==> src/rtl/weight_fetch_arbiter.sv <==
// Round-robin arbiter that shares one weight RAM read port between NUM_REQ burst requesters.
// Each granted burst streams one address per cycle, and the read data is steered back to the burst's owner.
module weight_fetch_arbiter #(
  parameter int unsigned NUM_REQ    = 4,
  parameter int unsigned DATA_WIDTH = 8,
  parameter int unsigned ADDR_WIDTH = 8,
  parameter int unsigned LEN_WIDTH  = 8
) (
  input  logic                          i_clk,
  input  logic                          i_rst,
  input  logic [NUM_REQ-1:0]            i_req_valid,
  input  logic [NUM_REQ*ADDR_WIDTH-1:0] i_req_base,
  input  logic [NUM_REQ*LEN_WIDTH-1:0]  i_req_len,
  output logic [NUM_REQ-1:0]            o_req_ready,
  output logic [DATA_WIDTH-1:0]         o_rd_data,
  output logic [NUM_REQ-1:0]            o_rd_valid,
  output logic                          o_rd_last,
  output logic [NUM_REQ-1:0]            o_done,
  output logic                          o_busy,
  output logic [ADDR_WIDTH-1:0]         o_ram_address,
  output logic                          o_ram_address_valid,
  input  logic [DATA_WIDTH-1:0]         i_ram_read_data,
  input  logic                          i_ram_read_data_valid
);

  localparam int unsigned PTR_W = (NUM_REQ > 1) ? $clog2(NUM_REQ) : 1;

  typedef enum logic [1:0] {S_IDLE, S_ZERO, S_ISSUE, S_DRAIN} state_t;

  state_t                r_state;
  logic [PTR_W-1:0]      r_rr_ptr;
  logic [PTR_W-1:0]      r_owner;
  logic [LEN_WIDTH-1:0]  r_len;
  logic [LEN_WIDTH-1:0]  r_issue_cnt;
  logic [LEN_WIDTH-1:0]  r_beat_cnt;
  logic [ADDR_WIDTH-1:0] r_addr;
  logic                  r_addr_valid;
  logic [NUM_REQ-1:0]    r_done;
  logic                  r_busy;

  logic                  w_any;
  logic [PTR_W-1:0]      w_win;
  logic                  w_grant;
  logic [ADDR_WIDTH-1:0] w_win_base;
  logic [LEN_WIDTH-1:0]  w_win_len;
  logic                  w_beat;
  logic                  w_last_beat;

  // First requesting index at or after the round-robin pointer, wrapping at NUM_REQ.
  always_comb begin
    w_any = 1'b0;
    w_win = '0;
    for (int unsigned k = 0; k < NUM_REQ; k++) begin
      if (!w_any && i_req_valid[(32'(r_rr_ptr) + k) % NUM_REQ]) begin
        w_any = 1'b1;
        w_win = PTR_W'((32'(r_rr_ptr) + k) % NUM_REQ);
      end
    end
  end

  assign w_grant    = (r_state == S_IDLE) && w_any && !i_rst;
  assign w_win_base = i_req_base[32'(w_win)*ADDR_WIDTH +: ADDR_WIDTH];
  assign w_win_len  = i_req_len[32'(w_win)*LEN_WIDTH +: LEN_WIDTH];

  // Return data only counts while a burst owns the port; anything else is a stray and dropped.
  assign w_beat      = ((r_state == S_ISSUE) || (r_state == S_DRAIN)) && i_ram_read_data_valid && !i_rst;
  assign w_last_beat = (r_beat_cnt == r_len - LEN_WIDTH'(1));

  assign o_req_ready         = w_grant ? (NUM_REQ'(1) << w_win) : '0;
  assign o_rd_valid          = w_beat ? (NUM_REQ'(1) << r_owner) : '0;
  assign o_rd_data           = i_rst ? '0 : i_ram_read_data;
  assign o_rd_last           = w_beat && w_last_beat;
  assign o_done              = r_done;
  assign o_busy              = r_busy;
  assign o_ram_address       = r_addr;
  assign o_ram_address_valid = r_addr_valid;

  always_ff @(posedge i_clk or posedge i_rst) begin
    if (i_rst) begin
      r_state      <= S_IDLE;
      r_rr_ptr     <= '0;
      r_owner      <= '0;
      r_len        <= '0;
      r_issue_cnt  <= '0;
      r_beat_cnt   <= '0;
      r_addr       <= '0;
      r_addr_valid <= 1'b0;
      r_done       <= '0;
      r_busy       <= 1'b0;
    end else begin
      r_done <= '0;
      case (r_state)
        S_IDLE: begin
          if (w_any) begin
            r_owner     <= w_win;
            r_len       <= w_win_len;
            r_addr      <= w_win_base;
            r_issue_cnt <= '0;
            r_beat_cnt  <= '0;
            r_busy      <= 1'b1;
            r_rr_ptr    <= (w_win == PTR_W'(NUM_REQ - 1)) ? '0 : w_win + PTR_W'(1);
            if (w_win_len == '0) begin
              r_state <= S_ZERO;
              r_done  <= NUM_REQ'(1) << w_win;
            end else begin
              r_state      <= S_ISSUE;
              r_addr_valid <= 1'b1;
            end
          end
        end
        S_ZERO: begin
          r_state <= S_IDLE;
          r_busy  <= 1'b0;
        end
        S_ISSUE: begin
          r_issue_cnt <= r_issue_cnt + LEN_WIDTH'(1);
          if (w_beat) r_beat_cnt <= r_beat_cnt + LEN_WIDTH'(1);
          if (r_issue_cnt == r_len - LEN_WIDTH'(1)) begin
            r_state      <= S_DRAIN;
            r_addr_valid <= 1'b0;
          end else begin
            r_addr <= r_addr + ADDR_WIDTH'(1);
          end
        end
        S_DRAIN: begin
          if (w_beat) r_beat_cnt <= r_beat_cnt + LEN_WIDTH'(1);
          // Done is raised in the following IDLE cycle, which may also grant the next burst.
          if ((r_beat_cnt == r_len) || (w_beat && w_last_beat)) begin
            r_state <= S_IDLE;
            r_busy  <= 1'b0;
            r_done  <= NUM_REQ'(1) << r_owner;
          end
        end
        default: r_state <= S_IDLE;
      endcase
    end
  end

endmodule
==> config.mk <==
export PLATFORM = sky130hd
export DESIGN_NAME = weight_fetch_arbiter
export DESIGN_NICKNAME = d
export VERILOG_FILES = /design/src/rtl/weight_fetch_arbiter.sv
export SDC_FILE = /design/constraint.sdc
export NUM_CORES = 1
export LEC_CHECK = 0
export BUFFER_PORTS_ARGS = -buffer_cell sky130_fd_sc_hd__buf_2
export CAP_MARGIN = 20
export CORE_MARGIN = 4
export CORE_UTILIZATION = 45
export DETAILED_ROUTE_END_ITERATION = 12
export PLACE_DENSITY = 0.74
export SLEW_MARGIN = 15
export SYNTH_ARGS = -nofsm -noshare
export SYNTH_HDL_FRONTEND = slang
export SYNTH_SLANG_ARGS = --single-unit
==> constraint.sdc <==
create_clock -name i_clk -period 3 [get_ports i_clk]
set_input_delay 0.15 -clock i_clk [delete_from_list [all_inputs] [get_ports i_clk]]
set_output_delay 0.15 -clock i_clk [all_outputs]
set_load 0.01 [all_outputs]
== After elaboration in Yosys (flattened, before gate mapping) ==
Cells that the tools add are included.

* Word-level logic and storage cells: 109
* Output and inout port bits: 31
* Input bits: 79
* Flip-flop bits (word level): 44

* Magnitude comparators: 4
* Add/sub/neg operators: 8
* Muxes and demuxes: 43
* Shift-type cells: 4
* Reduce and logical (&&, ||, !) cells: 27
* Equality and inequality tests: 13

{| class="wikitable"
|+ Operator list
! kind !! count
|-
| indexed part select 32 x 6 -> 8 bit || 2
|-
| one-hot mux 8 bit (2 select lines) || 3
|-
| two-way mux 8 bit || 5
|-
| adder 8 x 1 -> 8 bit (second input constant) || 3
|-
| equality test 8 bit || 3
|-
| two-way mux 4 bit || 5
|-
| two-way mux 2 bit || 9
|-
| two-way mux 1 bit || 13
|-
| less-than comparator 2 x 3 -> 1 bit (second input constant) || 4
|-
| AND reduction 3 bit || 4
|-
| binary-select mux 1 bit (select 2 bit) || 4
|-
| logical AND 1 bit || 8
|-
| zero test 8 bit || 1
|-
| one-hot mux 2 bit (4 select lines) || 1
|-
| one-hot mux 4 bit (2 select lines) || 1
|-
| left shift 1 x 2 -> 4 bit (first input constant) || 2
|-
| subtractor 8 x 1 -> 8 bit (second input constant) || 1
|-
| equality test 2 bit (second input constant) || 3
|-
| inequality test 2 x 1 -> 1 bit (second input constant) || 3
|-
| inequality test 2 bit (second input constant) || 3
|-
| adder 2 x 1 -> 2 bit (second input constant) || 2
|-
| adder 2 bit (second input constant) || 2
|-
| zero test 1 bit || 4
|-
| AND reduction 2 bit || 2
|-
| 9 further kinds || 11
|}

== Depth between registers and ports, before layout ==
Gate-level depths: netlist of the first run.

* Depth in word-level cells: 17
* Mapped depth: 10

== Worst setup path before layout of the first run ==
OpenSTA, ideal clock, no wires.

* Path kind: input -> register
* Start point: in i_rst
* End point: reg r_done[2] (netlist: o_done[2])
* Setup time: 0.073 ns
* Stages: 7
* Path slack: -0.084 ns
* Path buffers: 0
* Arrival: 3.011 ns
* Cell sequence: inv_1 o211ai_1 or4_1 nor4_4 o21ai_2 or3b_1 a21oi_2

* Word-level cells in the longest chain between the ends: 6

{| class="wikitable"
|+ Ends and longest elaborated chain
! element !! line !! source
|-
| from (decl) || 10 || <nowiki>input logic i_rst,</nowiki>
|-
| zero test 1 bit (no line) || n/a ||
|-
| logical AND 1 bit || 66 || <nowiki>assign w_beat = ((r_state == S_ISSUE) || (r_state == S_DRAIN)) && i_ram_read_data_valid && !i_rst;</nowiki>
|-
| logical AND 1 bit || n/a ||
|-
| named net o_rd_last || 17 || <nowiki>output logic o_rd_last,</nowiki>
|-
| logical OR 1 bit || 128 || <nowiki>if ((r_beat_cnt == r_len) || (w_beat && w_last_beat)) begin</nowiki>
|-
| two-way mux 4 bit || 128 ||
|-
| one-hot mux 4 bit (2 select lines) || 92 || <nowiki>case (r_state)</nowiki>
|-
| to (signal assigned) || 104 || <nowiki>r_done <= NUM_REQ'(1) << w_win;</nowiki>
|-
| to (signal assigned) || 131 || <nowiki>r_done <= NUM_REQ'(1) << r_owner;</nowiki>
|-
| to (decl) || 38 || <nowiki>logic [NUM_REQ-1:0] r_done;</nowiki>
|}

The timed path passes the listed nets, and every way through them passes these cells.
A chain may end at the register's enable or synchronous reset.

== Worst setup path after layout of the first run ==
* Start point: reg r_len[0]
* End point: out o_rd_last

* Word-level cells in the longest chain between the ends: 3

{| class="wikitable"
|+ Ends and longest elaborated chain
! element !! line !! source
|-
| from (decl) || 33 || <nowiki>logic [LEN_WIDTH-1:0] r_len;</nowiki>
|-
| from (signal assigned) || 96 || <nowiki>r_len <= w_win_len;</nowiki>
|-
| subtractor 8 x 1 -> 8 bit || 67 || <nowiki>assign w_last_beat = (r_beat_cnt == r_len - LEN_WIDTH'(1));</nowiki>
|-
| equality test 8 bit || 67 ||
|-
| logical AND 1 bit || 72 || <nowiki>assign o_rd_last = w_beat && w_last_beat;</nowiki>
|-
| to (decl) || 17 ||
|}

No other way between the ends.

==> results of run 1 <==
-- metal layers --
layer  global-route usage  vias to the layer above  part of all wire
met2                0.357                      112              0.48
met4               0.0652                        0             0.013
met5                    0                        -                 0
met3               0.0221                        8             0.056
met1                0.276                     1554              0.45
li1                     -                     1653                 -
-- cell type report --
cell class / instances / share of cell area
timing repair buffer: 128 / 0.161
tap: 99 / 0.0290
inverter: 13 / 0.0123
clock inverter: 2 / 0.00351
multi-input combinational: 321 / 0.518
clock buffer: 6 / 0.0193
sequential: 44 / 0.257
-- cell families after synthesis --
family	after synthesis	share of synthesized area
xor+xnor	32	0.0853
mux	34	0.0995
fa+ha+maj	13	0.0472
simple gates	153	0.237
compound gates	89	0.169
buf+inv	30	0.0418
flops	44	0.320
-- worst max path at each step --
stage,to,cells after the start
detailed placement,r_state[1]$_DFFE_PP0P_,9
global placement,o_done[2]$_DFF_PP0_,9
floorplan,r_state[1]$_DFFE_PP0P_,8
CTS,o_req_ready[3],7
global route,o_rd_last,8
finish,o_rd_last,8
-- flip-flops by register name, summed over array words and instances, names as in the netlist --
name                 count
r_issue_cnt              8
r_owner                  2
o_ram_address            8
r_beat_cnt               8
o_ram_address_valid      1
r_state                  2
r_rr_ptr                 2
o_done                   4
o_busy                   1
r_len                    8
-- stage by stage --
step	hold WS [ns]	std cells	power, uW	cell area (sq um)
5_1_grt	0.168	613	4210	4280
2_1_floorplan	0.169	395	2830	3450
3_3_place_gp	0.447	599	3360	4130
3_5_place_dp	0.468	599	3410	4130
4_1_cts	0.143	607	3820	4230
6_report	0.103	613	3850	4280
-- power by group --
| part | internal [uW] | switching [uW] | total [uW] | leakage [uW] |
|---|---|---|---|---|
| Combinational | 1050 | 1290 | 2350 | 0.00151 |
| Sequential | 800 | 306 | 1110 | 0.000557 |
| Clock | 186 | 209 | 396 | 0.0000434 |
-- worst min-delay path, cell delays in order --
cell and delay, ns:
buf_2 0.16, clkinvlp_4 0.09, buf_4 0.47
-- Yosys cell counts, drive strengths merged (2+ instances only) --
library cell and number:
clkbuf 9, a211oi 6, o22a 5, dfrtp 44, nand2 54, inv 13
o221ai 2, or2 3, o211ai 3, nor3b 4, or3 2, and2 6
nor2 21, nor4 6, buf 8, mux2 2, a21oi 18, and3 13
or4 2, mux2i 32, xnor2 16, o31ai 4, nor3 4, o21a 2
ha 13, nand4 8, nand2b 5, xor2 15, nand3 12, nor2b 10
o21ai 27, or3b 3, a31oi 12
-- cells in the final DEF, fill, tap and decap left out, types with 2 or more instances in the layout --
| cell type | synthesis | layout |
|---|---|---|
| nand2_1 | 54 | 54 |
| or2_2 | 3 | 3 |
| a21oi_1 | 17 | 17 |
| dfrtp_1 | 44 | 44 |
| clkbuf_8 | 0 | 6 |
| nor2_1 | 21 | 21 |
| inv_1 | 13 | 12 |
| o21ai_0 | 26 | 26 |
| ha_1 | 13 | 13 |
| nand3_1 | 12 | 12 |
| a211oi_1 | 6 | 6 |
| xor2_1 | 15 | 15 |
| nor2b_1 | 10 | 10 |
| and3_1 | 13 | 13 |
| or3_1 | 2 | 2 |
| clkinvlp_4 | 0 | 3 |
| and2_1 | 6 | 6 |
| nor3_1 | 3 | 3 |
| buf_4 | 1 | 19 |
| buf_2 | 4 | 109 |
| o22a_1 | 5 | 5 |
| o21a_1 | 2 | 2 |
| nor3b_1 | 3 | 3 |
| o211ai_1 | 3 | 3 |
| nor4_2 | 2 | 2 |
| nand4_1 | 8 | 8 |
| xnor2_1 | 16 | 16 |
| nand2b_1 | 5 | 5 |
| o31ai_1 | 4 | 4 |
| or3b_1 | 2 | 2 |
| mux2_2 | 2 | 2 |
| mux2i_1 | 32 | 32 |
| a31oi_1 | 12 | 12 |
| nor4_1 | 3 | 3 |
-- what timing repair did --
item                       4_1_cts  5_1_grt
setup endpoints to repair        0        4
buffers inserted                 0        6
gates resized for setup          0        1
==> summary.md, run 1 <==
| Metric | Value |
|---|---|
| Die Ht | `95.5 microns` |
| Worst Skew | `0.00846 ns` |
| Least-Margin Pin Slew | `0.747 ns` |
| Syn avg cell area | `8.72 sq um` |
| Fin. max-slew vios | `0` |
| Floorplan Core Area | `7330 sq um` |
| FF-to-FF End | `o_done[2]$_DFF_PP0_` |
| Via count | `3,327` |
| DR DRC count | `0` |
| ANT nets after route | `0` |
| N_diodes | `0` |
| Clock slew at reported path FFs | `0.08 ns` |
| Sink Count | `44` |
| Largest net degree at the start of global routing | `49` |
| Share of the synthesized area in the top cell type | `0.320` |
| Starting density of the core | `0.470` |
| Fin crit period | `2.74 ns` |
| Worst path required time | `about 2.9 ns` |
| WP buf/inv | `3` |
| Critical Path, Cell by Cell | `inv_1, ha_1, nor2b_1, a21oi_1, or4_4, nor4_4, buf_4, buf_2` |
| # rows | `31` |
| Final core occ | `0.583` |
| WP data arrival | `between 2 and 3 ns` |
| H-tree levels | `2` |
| Register area | `around 1100 sq um` |
| Number of enable flip-flop cells after synthesis | `0` |
| Outcome | `finished clean` |
| Final GP Congestion | `~0.98` |
| Worst-skew pair later-pin latency | `0.30 ns` |
| Max Fclk | `365 MHz` |
| Final setup margin | `approximately 0.26 ns` |
| Fin. Hold Viols | `0` |
| Vias in the first global route | `around 3.3k` |
| Worst-case vdd ir drop | `0.000484 V` |
| Critical Path End Type | `output pin` |
| Maxcap violations | `0` |
| 1st-iter DRT viols | `71` |
| Crit Path Class | `reg2out` |
| Startpoint Class | `flip-flop` |
| DR WL/cell | `14.7 microns` |
| Gate Count Post-Synth | `395` |
| CP top delay family | `simple AND/OR/NAND/NOR gates` |
| Worst r2r path cells | `9` |
| Vias per cell | `5.43` |
| First-pass DRT Iterations | `4` |
| Crit. Startpoint | `r_len[0]$_DFFE_PP0P_` |
| Fill count | `669` |
| Most used DFF post-synth | `dfrtp_1` |
| Setup Viol. Count Final | `0` |
| Ys Warns | `0` |
| P per Cell Area | `900 nW/um^2` |
| CTS max path bufs | `2` |
| Final nets | `605` |
| Sequential area share after synthesis | `0.320` |
| TritonCTS clock tree | `built` |
| Area Growth Syn to Fin | `24.1%` |
| Synth Register Bits | `44` |
| GRT overflow | `0` |
| Routed WL | `9.00 mm` |
| Port-buffer cells | `109` |
| RSZ-0062 raised after global routing | `no` |
| Min-delay worst type | `in2async` |
| Die area | `9120 sq um` |
| Distinct cell type count after synthesis | `54` |
| Post-Syn Area | `3450 sq um` |
| Share of layout cells above drive strength 1 | `0.302` |
| Asr flop ratio synth | `1.00` |
| Leakage power | `0.00211 uW` |
| Clock buffer count from CTS | `5` |
| Post-route setup TNS | `0 ns` |
| Total track usage | `0.209` |
| Root buf cell | `clkbuf_8` |
| Critical Path Max Stage Delay | `approximately 0.5 ns` |
| Synth top area cells | `dfrtp_1 (32%), mux2i_1 (9.3%), nand2_1 (5.9%), ha_1 (4.7%), xnor2_1 (4.1%)` |
| Multi-input gate area | `2210 sq um` |
| Slowest CP cell | `or4_4` |
| Crit Path Max Fanout | `5` |
| HPWL Detailed | `~7.1 mm` |
| Flop2flop setup slack | `0.29 ns` |
| Dpl ws | `approximately 0.28 ns` |
| Post-synthesis net count | `487` |
| IO Pins | `110` |
| Post-cts hold buffer count | `0` |
| Slew margin rel. | `0.501` |
| Largest area contributor in the netlist | `dfrtp_1` |
| Initial antenna violation count | `0` |
| Reg2reg start | `r_len[0]$_DFFE_PP0P_` |
| Final cycle utilization of the critical path | `0.913` |
| First-pass GRT wire length | `~15 mm` |
| Die width | `95.5 microns` |
Power figures use the tool's default switching activity.
==> run 2, diff against run 1 <==
--- a/config.mk
+++ b/config.mk
@@ -11,6 +11,7 @@
 export CORE_UTILIZATION = 45
 export DETAILED_ROUTE_END_ITERATION = 12
 export PLACE_DENSITY = 0.74
+export RECOVER_POWER = 25
 export SLEW_MARGIN = 15
 export SYNTH_ARGS = -nofsm -noshare
 export SYNTH_HDL_FRONTEND = slang
==> summary.md, run 2 (synthesized netlist as in run 1, its figures left out) <==
| Metric | Value |
|---|---|
| Outcome | `finished clean` |
| First-pass DRT Iterations | `4` |
| Final Non-Filler Cells | `613` |
| Placed cell areas | `4130 sq um` |
| Worst Setup EP | `o_rd_last` |
| Total track usage | `0.209` |
| Crit. Startpoint | `r_len[0]$_DFFE_PP0P_` |
| Min-delay worst type | `in2async` |
| 1st-iter DRT viols | `between 70 and 80` |
| FF-to-FF End | `o_done[2]$_DFF_PP0_` |
| WHS | `around 0.2 ns` |
| Worst path required time | `2.85 ns` |
| Fin crit period | `2.74 ns` |
| Clock slew at reported path FFs | `0.08 ns` |
| Final nets | `between 600 and 700` |
| Final GP Congestion | `0.980` |
| # rows | `31` |
| Vias per cell | `between 5 and 6` |
| Startpoint Class | `flip-flop` |
| Slew margin rel. | `0.501` |
| Placed insts | `599` |
| Crit Path Max Fanout | `5` |
| Die area | `9120 sq um` |
| Leakage power | `around 0.0021 uW` |
| Fin. max-slew vios | `0` |
| Worst r2r path cells | `9` |
| Vias in the first global route | `3,339` |
| Via count | `3,327` |
| Share of layout cells above drive strength 1 | `0.300` |
| Max Fclk | `approximately 370 MHz` |
| N_diodes | `0` |
| Fin. Hold Viols | `0` |
| Initial antenna violation count | `0` |
| Floorplan Core Area | `~7300 sq um` |
| WP data arrival | `2.59 ns` |
| First-pass GRT wire length | `15.3 mm` |
| H-tree levels | `2` |
| Setup Viol. Count Final | `0` |
| P per Cell Area | `around 900 nW/um^2` |
| Critical Path Max Stage Delay | `0.50 ns` |
| ANT nets after route | `0` |
| Area Growth Syn to Fin | `24.1%` |
| DR DRC count | `0` |
| Root buf cell | `clkbuf_8` |
| HPWL Detailed | `7.12 mm` |
| Slowest CP cell | `or4_4` |
| Crit Path Class | `reg2out` |
| Largest net degree at the start of global routing | `49` |
| Die width | `95.5 microns` |
| WP depth | `8` |
| Flop2flop setup slack | `0.29 ns` |
| Post-Layout Inst Area | `4280 sq um` |
| Final cycle utilization of the critical path | `0.913` |
| CTS max path bufs | `2` |
| Clock buffer count from CTS | `5` |
| Starting density of the core | `0.470` |
| Worst Skew | `0.00846 ns` |
| Sink Count | `44` |
| Reg2reg start | `r_len[0]$_DFFE_PP0P_` |
| Critical Path, Cell by Cell | `inv_1, ha_1, nor2b_1, a21oi_1, or4_4, nor4_4, buf_4, buf_2` |
| Critical Path End Type | `output pin` |
| Worst-skew pair later-pin latency | `0.30 ns` |
| DR WL/cell | `14.7 microns` |
| Least-Margin Pin Slew | `0.747 ns` |
| Routed WL | `9.00 mm` |
| TritonCTS clock tree | `built` |
| CP top delay family | `simple AND/OR/NAND/NOR gates` |
| Commonest cells after routing, fill and taps aside | `buf_2 (108), nand2_1 (54), dfrtp_1 (44)` |
| Final Total Pwr | `between 3000 and 4000 uW` |
| IO Pins | `110` |
| Post-route setup TNS | `0 ns` |
| Commonest non-fill, non-tap cell in the layout | `buf_2` |
| Die Ht | `95.5 microns` |
| WP buf/inv | `3` |
| Port-buffer cells | `109` |
| Worst-case vdd ir drop | `0.000484 V` |
| GRT overflow | `0` |
| Maxcap violations | `0` |
| RSZ-0062 raised after global routing | `no` |
[run 2: cell types whose count changed in the layout (fill, tap and decap cells not counted), sizes merged]
cell	delta
buf	-1
clkbuf	+1
[run 2: worst min path at each step]
stage	start	end	slack (ns)	cells after the start
after global routing	i_rst	r_beat_cnt[1]$_DFFE_PP0P_	0.29	3
after CTS	i_rst	r_beat_cnt[1]$_DFFE_PP0P_	0.14	3
after floorplan	i_rst	o_busy$_DFFE_PP0P_	0.17	1
after detailed placement	i_rst	r_beat_cnt[1]$_DFFE_PP0P_	0.47	3
final	i_rst	r_beat_cnt[0]$_DFFE_PP0P_	0.19	3
after global placement	i_rst	r_beat_cnt[1]$_DFFE_PP0P_	0.45	3
[run 2: per-stage QoR]
| stage | setup WS, ns | utilization |
|---|---|---|
| 2_1_floorplan | 0.388 | - |
| 3_3_place_gp | 0.384 | 0.564 |
| 3_5_place_dp | 0.277 | 0.564 |
| 4_1_cts | 0.105 | 0.577 |
| 5_1_grt | 0.0839 | 0.583 |
| 6_report | 0.262 | 0.583 |
[run 2: metal layers]
metal / vias to the layer above / GRT usage / wire length (microns)
li1: 1653 / - / -
met1: 1554 / 0.276 / 4030
met2: 112 / 0.357 / 4350
met3: 8 / 0.0221 / 505
met4: 0 / 0.0652 / 114
met5: - / 0 / 0
[run 2: repair_timing]
item	4_1_cts	5_1_grt
setup buffers	0	6
resized for setup	0	1
endpoints found under the setup margin	0	4
hold buffers	0	0
[run 2: report_power, final]
group | total, uW | internal [uW] | switching [uW]
sequential | 1110 | 800 | 306
combinational | 2350 | 1050 | 1290
clock | 396 | 186 | 209
[run 2: final cells by class]
| cell class | count | area (sq um) |
|---|---|---|
| Clock buffer | 6 | 82.6 |
| Clock inverter | 2 | 15.0 |
| Fill cell | 670 | 3060 |
| Inverter | 13 | 52.6 |
| Multi-Input combinational cell | 321 | 2210 |
| Sequential cell | 44 | 1100 |
| Tap cell | 99 | 124 |
| Timing Repair Buffer | 128 | 687 |
[run 2: worst min-delay path, cell delays in order]
cell        delay, ns
clkbuf_1         0.20
clkinvlp_4       0.14
buf_4            0.48
